### src/rtl/serial_adder.sv
`default_nettype none
// ============================================================================
//  Module      : serial_adder
//  Description : Bit-serial ripple adder. One full-add bit-slice per clock,
//                LSB first, carry held in a flop. Publishes Sum/Cout with a
//                one-cycle Done strobe after WIDTH shift cycles.
//  Revision    : 1.0 - initial release
// ============================================================================
module serial_adder #(
    parameter int WIDTH = 8            // operand/sum width, legal 2..32
) (
    input  logic             clk,
    input  logic             rst,
    input  logic             Start,
    input  logic [WIDTH-1:0] A,
    input  logic [WIDTH-1:0] B,
    input  logic             Cin,
    output logic             Busy,
    output logic             Done,
    output logic [WIDTH-1:0] Sum,
    output logic             Cout
);

    // Counter only has to reach WIDTH-1, so ceil(log2(WIDTH)) bits suffice.
    localparam int               c_CNT_W    = (WIDTH > 1) ? $clog2(WIDTH) : 1;
    localparam logic [c_CNT_W-1:0] c_LAST_BIT = c_CNT_W'(WIDTH - 1);

    typedef enum logic [1:0] {
        S_IDLE  = 2'd0,
        S_SHIFT = 2'd1,
        S_DONE  = 2'd2
    } state_t;

    state_t             r_state;
    logic [WIDTH-1:0]   r_opa;
    logic [WIDTH-1:0]   r_opb;
    logic [WIDTH-1:0]   r_sr;
    logic [c_CNT_W-1:0] r_cnt;
    logic               r_carry;

    logic               w_s;
    logic               w_carry_nxt;

    // Single shared full-add cell operating on the current LSBs and carry.
    assign w_s         = r_opa[0] ^ r_opb[0] ^ r_carry;
    assign w_carry_nxt = (r_opa[0] & r_opb[0]) | (r_opa[0] & r_carry) | (r_opb[0] & r_carry);

    // Control FSM plus datapath; outputs are registered and only the
    // completion edge may update Sum/Cout.
    always_ff @(posedge clk or posedge rst) begin
        if (rst) begin
            r_state <= S_IDLE;
            r_opa   <= '0;
            r_opb   <= '0;
            r_sr    <= '0;
            r_cnt   <= '0;
            r_carry <= 1'b0;
            Busy    <= 1'b0;
            Done    <= 1'b0;
            Sum     <= '0;
            Cout    <= 1'b0;
        end else begin
            Done <= 1'b0;
            case (r_state)
                S_SHIFT: begin
                    r_carry <= w_carry_nxt;
                    r_opa   <= {1'b0, r_opa[WIDTH-1:1]};
                    r_opb   <= {1'b0, r_opb[WIDTH-1:1]};
                    r_sr    <= {w_s, r_sr[WIDTH-1:1]};
                    r_cnt   <= r_cnt + 1'b1;
                    if (r_cnt == c_LAST_BIT) begin
                        // Include the bit being processed on this very edge.
                        Sum     <= {w_s, r_sr[WIDTH-1:1]};
                        Cout    <= w_carry_nxt;
                        Busy    <= 1'b0;
                        Done    <= 1'b1;
                        r_state <= S_DONE;
                    end
                end
                // IDLE and DONE accept Start identically, giving back-to-back
                // operation without an idle gap.
                S_IDLE, S_DONE: begin
                    if (Start) begin
                        r_opa   <= A;
                        r_opb   <= B;
                        r_carry <= Cin;
                        r_cnt   <= '0;
                        Busy    <= 1'b1;
                        r_state <= S_SHIFT;
                    end else begin
                        r_state <= S_IDLE;
                    end
                end
                default: begin
                    Busy    <= 1'b0;
                    r_state <= S_IDLE;
                end
            endcase
        end
    end

endmodule
`default_nettype wire

### config.mk
export PLATFORM = sky130hd
export DESIGN_NAME = serial_adder
export DESIGN_NICKNAME = d
export VERILOG_FILES = /design/src/rtl/serial_adder.sv
export SDC_FILE = /design/constraint.sdc
export NUM_CORES = 1
export LEC_CHECK = 0
export CAP_MARGIN = 30
export CORE_AREA = 2 2 74 62
export CTS_CLUSTER_SIZE = 14
export DETAILED_ROUTE_END_ITERATION = 16
export DIE_AREA = 0 0 76 64
export PLACE_DENSITY = 0.68
export SYNTH_ARGS = -nofsm -noshare
export SYNTH_HDL_FRONTEND = slang
export SYNTH_SLANG_ARGS = --single-unit
### constraint.sdc
create_clock -name clk -period 1.8 [get_ports clk]
set_input_delay 0.45 -clock clk [delete_from_list [all_inputs] [get_ports clk]]
set_output_delay 0.45 -clock clk [all_outputs]
set_load 0.02 [all_outputs]
# --- Word level (Yosys, flattened, before mapping) ---
# Cells that the tools add are included.
op_classes:
  addsub: 1
  eq_ne: 5
  n_mux: 16
  n_bitwise: 7
  reduce_logical: 6
op_table:
  columns: ["op", "n"]
  rows:
  - ["8-bit case mux with 2 select lines", 2]
  - ["8-bit 2-to-1 mux", 2]
  - ["1-bit 2-to-1 mux", 6]
  - ["3-bit case mux with 2 select lines", 1]
  - ["2-bit AND reduction", 3]
  - ["2-bit != test, second input constant", 2]
  - ["1-bit case mux with 2 select lines", 2]
  - ["2-bit case mux with 2 select lines", 1]
  - ["3-bit by 1-bit adder with 3-bit output, second input constant", 1]
  - ["1-bit AND", 3]
  - ["3-bit == test, second input constant", 1]
  - ["3-bit 2-to-1 mux", 1]
  - ["2-bit by 1-bit == test with 1-bit output, second input constant", 1]
  - ["2-bit == test, second input constant", 1]
  - ["2-bit zero test", 1]
  - ["2-bit 2-to-1 mux", 1]
  - ["1-bit bitwise OR", 2]
  - ["2-bit nonzero test", 1]
  - ["2-bit OR reduction", 1]
  - ["1-bit XOR", 2]
word_totals:
  reg_bits: 41
  inputBits: 20
  output_inout_bits: 11
  elab_cells: 45

# --- Longest topological paths before layout ---
depth:
  word_depth: 4
  depth_mapped: 6
  mapped_depth_nobuf: 5

# --- Least setup slack after synthesis ---
# No wires, ideal clock.
synth_timing:
  path_kind: "register to register"
  from: "reg r_cnt[0]"
  to: "reg Cout"
  arrival_ns: 1.232
  required_time_ns: 1.675
  setup_slack_ns: 0.442
  stages_incl_launch_ff: 6
  period_less_slack_ns: 1.358
  path_cell_list: "dfrtp_1 -> ha_1 -> ha_1 -> nand2_4 -> inv_4 -> mux2_4"
synth_between:
  elab_chain_cells: 2
synth_lines:
  columns: ["item", "line_no", "source"]
  rows:
  - ["from (decl)", "38", "logic [c_CNT_W-1:0] r_cnt;"]
  - ["from (signal assigned)", "70", "r_cnt <= r_cnt + 1'b1;"]
  - ["3-bit == test", "71", "if (r_cnt == c_LAST_BIT) begin"]
  - ["2-bit AND reduction (no source line)", null, null]
  - ["to (signal assigned)", "74", "Cout <= w_carry_nxt;"]
  - ["to (decl)", "21", "output logic Cout"]
# No other way between the ends.
# A chain may end at the register's enable or synchronous reset.

# --- Final worst setup path ---
layout_timing:
  from: "reg Busy"
  to: "out Busy"
layout_rtl:
  columns: ["item", "line_no", "source"]
  rows:
  - ["from (decl)", "18", "output logic Busy,"]
  - ["from (signal assigned)", "58", "Busy <= 1'b0;"]
  - ["from (signal assigned)", "75", "Busy <= 1'b0;"]
  - ["from (signal assigned)", "88", "Busy <= 1'b1;"]
# No word-level cell between the ends.

==> flow_metrics.tcl <==
set metrics [dict create \
    worst-path-buf-inv 1 \
    dpl-instance-area_um2 2140 \
    drc 0 \
    insertion_delay_ns 0.30 \
    vias 1244 \
    reg2reg_setup_slack_ns 0.34 \
    synth_flop_cell "dfrtp_1" \
    start_util 0.437 \
    crit_type "reg2out" \
    worstPathRequired_ns 1.35 \
    ys_seq_area_frac 0.562 \
    ant_nets 0 \
    endpoint_kind "output pin" \
    fin_ws_ns 0.0712 \
    cts_setup_buffers 0 \
    yosys.area.top_type_share 0.562 \
    io_buffer_count 30 \
    crit_end "Busy" \
    yosysTopAreaCell "dfrtp_1" \
    cp_num_cells 1 \
    tritoncts "built" \
    p_int_uw 2420 \
    wire_per_inst_um 12.9 \
    cp_cell_sequence "clkdlybuf4s50_1" \
    drive_gt1_frac 0.119 \
    r2r_cells 5 \
    post_drt_via_cell_ratio 4.98 \
    worst_pin_slew_ns 0.575 \
    synthTopCellsByCount "40 x dfrtp_1, 25 x nand2_1, 13 x nor2_1" \
    p_comb_frac 0.412 \
    ys_types 24 \
    max_freq_ghz 0.578 \
    synthToLayoutAreaGrowth_pct 25.8 \
    core_um2 4070 \
    swShare 0.361 \
    synth_area_per_cell_um2 11.2 \
    clock-sinks 40 \
    netlist_area_um2 1780 \
    ys_seq_elements 40 \
    io_pins 31 \
    cts_max_path_buffers 2 \
    cellPowerDensity_nw_per_um2 1690 \
    critPathMaxFanout 3 \
    firstDrtPassIters 4 \
    synth-edff-count 0 \
    power_frac_clock 0.165 \
    die_h_um 64 \
    die-area_um2 4860 \
    dp_hpwl_mm 2.31 \
    track_usage 0.153 \
    layout.cells.non_filler 250 \
    clk_pin_slew_ns 0.08 \
    antenna_cells 0 \
    synthesis.nets 182 \
    crit_slowest_cell "clkdlybuf4s50_1" \
    reg2reg_from "r_cnt[0]$_DFFE_PP0P_" \
    status "finished, final reports clean" \
    cp_top_family "buffers and inverters" \
    root_buffer "clkbuf_8" \
    finalInstanceArea_um2 2240 \
    fin_crit_ns 1.73 \
    cts_inserted_buffers 5 \
    power.switching_uw 1370 \
    row_count 21 \
    dp_cells 242 \
    p_seq_frac 0.423 \
    layout.nets 215 \
    timing.final.hold_violations 0 \
    async_flop_share 1.00 \
    grt_pass1_wl_mm 5.80 \
    setup_viol 0 \
    yosysMostFrequentCell "dfrtp_1" \
    overflow 0 \
    antenna_found_initial 0 \
    startpoint "Busy$_DFFE_PP0P_" \
    hold_slack_ns 0.494 \
    ctsHoldBuffers 0 \
    ir_drop_v 0.000705 \
    rsz0062_at_grt "no" \
    critPathArrivalTime_ns 1.28 \
    critPathLaunchType "flop" \
    maxCapViolations 0 \
    ys.warnings.count 0 \
    rr_endpoint "Sum[3]$_DFFE_PP0P_" \
    max_stage_delay_ns 0.61 \
    grt_max_degree 41 \
    p_leak_uw 0.000992 \
    ctsResizeCount 0 \
    synthCells 159 \
    hold_class "in2async" \
    post-place-ws_ns -0.0249 \
    place.gp.congestion 0.739 \
    fin_crit_sh 0.960 \
    synth.top_cells.by_area "dfrtp_1 56%, mux2_4 5.9%, nand2_1 5.3%, mux2i_1 3.4%, o22ai_1 3.2%" \
    finalMaxSlewViolations 0 \
    drt_iter0_drc 58 \
    die_x_um 76 \
    wl_mm 3.24 \
    finClkSkew_ns 0.0124 \
    max_slew_margin 0.617 \
    grt_pass1_vias 1263 \
    htree_num_levels 2 \
    finalSetupTns_ns 0 \
]
worst min-delay path, stage by stage:
cell and delay [ns]:
clkdlybuf4s50_1 0.40, inv_1 0.09, buf_12 0.23
metrics by stage:
step           total power (µW)  utilization
2_1_floorplan              2750            -
3_3_place_gp               3120        0.526
3_5_place_dp               3200        0.526
4_1_cts                    3830        0.550
5_1_grt                    4100        0.550
6_report                   3790        0.550
registers in the layout, summed over array words and instances, names as in the netlist, 2 cells and up:
| signal | flops |
|---|---|
| Sum | 8 |
| r_cnt | 3 |
| r_opa | 8 |
| r_opb | 8 |
| r_sr | 7 |
| r_state | 2 |
cell type report:
cell class                 count  area (µm²)
clock inverter                 2        15.0
timing repair buffer          36         358
multi-input combinational    106         699
clock buffer                   6        82.6
tap                           57        71.3
inverter                       3        13.8
fill                         358        1830
sequential                    40        1000
metal layers:
| metal | part of all wire | global-route usage |
|---|---|---|
| met3 | 0.040 | 0.0424 |
| met2 | 0.47 | 0.242 |
| met4 | 0.022 | 0.0864 |
| met5 | 0 | 0 |
| met1 | 0.46 | 0.192 |
placed cells by master (no fill, tap or decap):
master	Yosys	final
xnor2_1	1	1
mux2_1	3	3
o22ai_1	9	9
ha_1	2	2
nand2_4	1	1
nor2_1	13	13
clkdlybuf4s50_1	0	30
and2b_1	2	2
buf_4	2	5
dfrtp_1	40	40
nand2_1	25	25
a211oi_1	6	6
a21oi_1	6	6
fa_1	1	1
mux2_4	7	7
mux2i_1	6	6
inv_1	2	2
nor3_1	9	9
o21ai_0	2	2
a22o_1	4	4
nor2b_1	6	6
clkbuf_8	0	6
inv_4	1	1
nand2b_1	3	3
clkinvlp_4	0	2
buf_12	0	1
power groups by stage:
| stage | registers [µW] | logic (µW) | clock network [µW] |
|---|---|---|---|
| 2_1_floorplan | 1670 | 1080 | 0 |
| 3_3_place_gp | 1590 | 1530 | 0 |
| 3_5_place_dp | 1620 | 1580 | 0 |
| 4_1_cts | 1610 | 1580 | 641 |
| 5_1_grt | 1670 | 1750 | 685 |
| 6_report | 1600 | 1560 | 624 |
cells by family after synthesis:
family	after synthesis	share of synthesized area
and+or+nand+nor	59	0.152
DFF	40	0.562
muxes	16	0.112
AOI/OAI and AO/OA	27	0.0990
adders and majority gates	3	0.0253
xor gates and xnor gates	1	0.00492
buffers and inverters	13	0.0456
how the worst min path moves through the flow:
stage | from | end | slack (ns) | depth (start not counted)
detailed placement | r_sr[1]$_DFFE_PP0P_ | r_sr[1]$_DFFE_PP0P_ | 0.49 | 2
finish | rst | r_opb[4]$_DFFE_PP0P_ | 0.49 | 3
floorplan | r_sr[1]$_DFFE_PP0P_ | r_sr[1]$_DFFE_PP0P_ | 0.44 | 2
global placement | r_sr[1]$_DFFE_PP0P_ | r_sr[1]$_DFFE_PP0P_ | 0.46 | 2
CTS | r_sr[3]$_DFFE_PP0P_ | r_sr[2]$_DFFE_PP0P_ | 0.50 | 2
global route | Sum[7]$_DFFE_PP0P_ | Sum[7]$_DFFE_PP0P_ | 0.53 | 1
(Power assumes the default switching activity.)
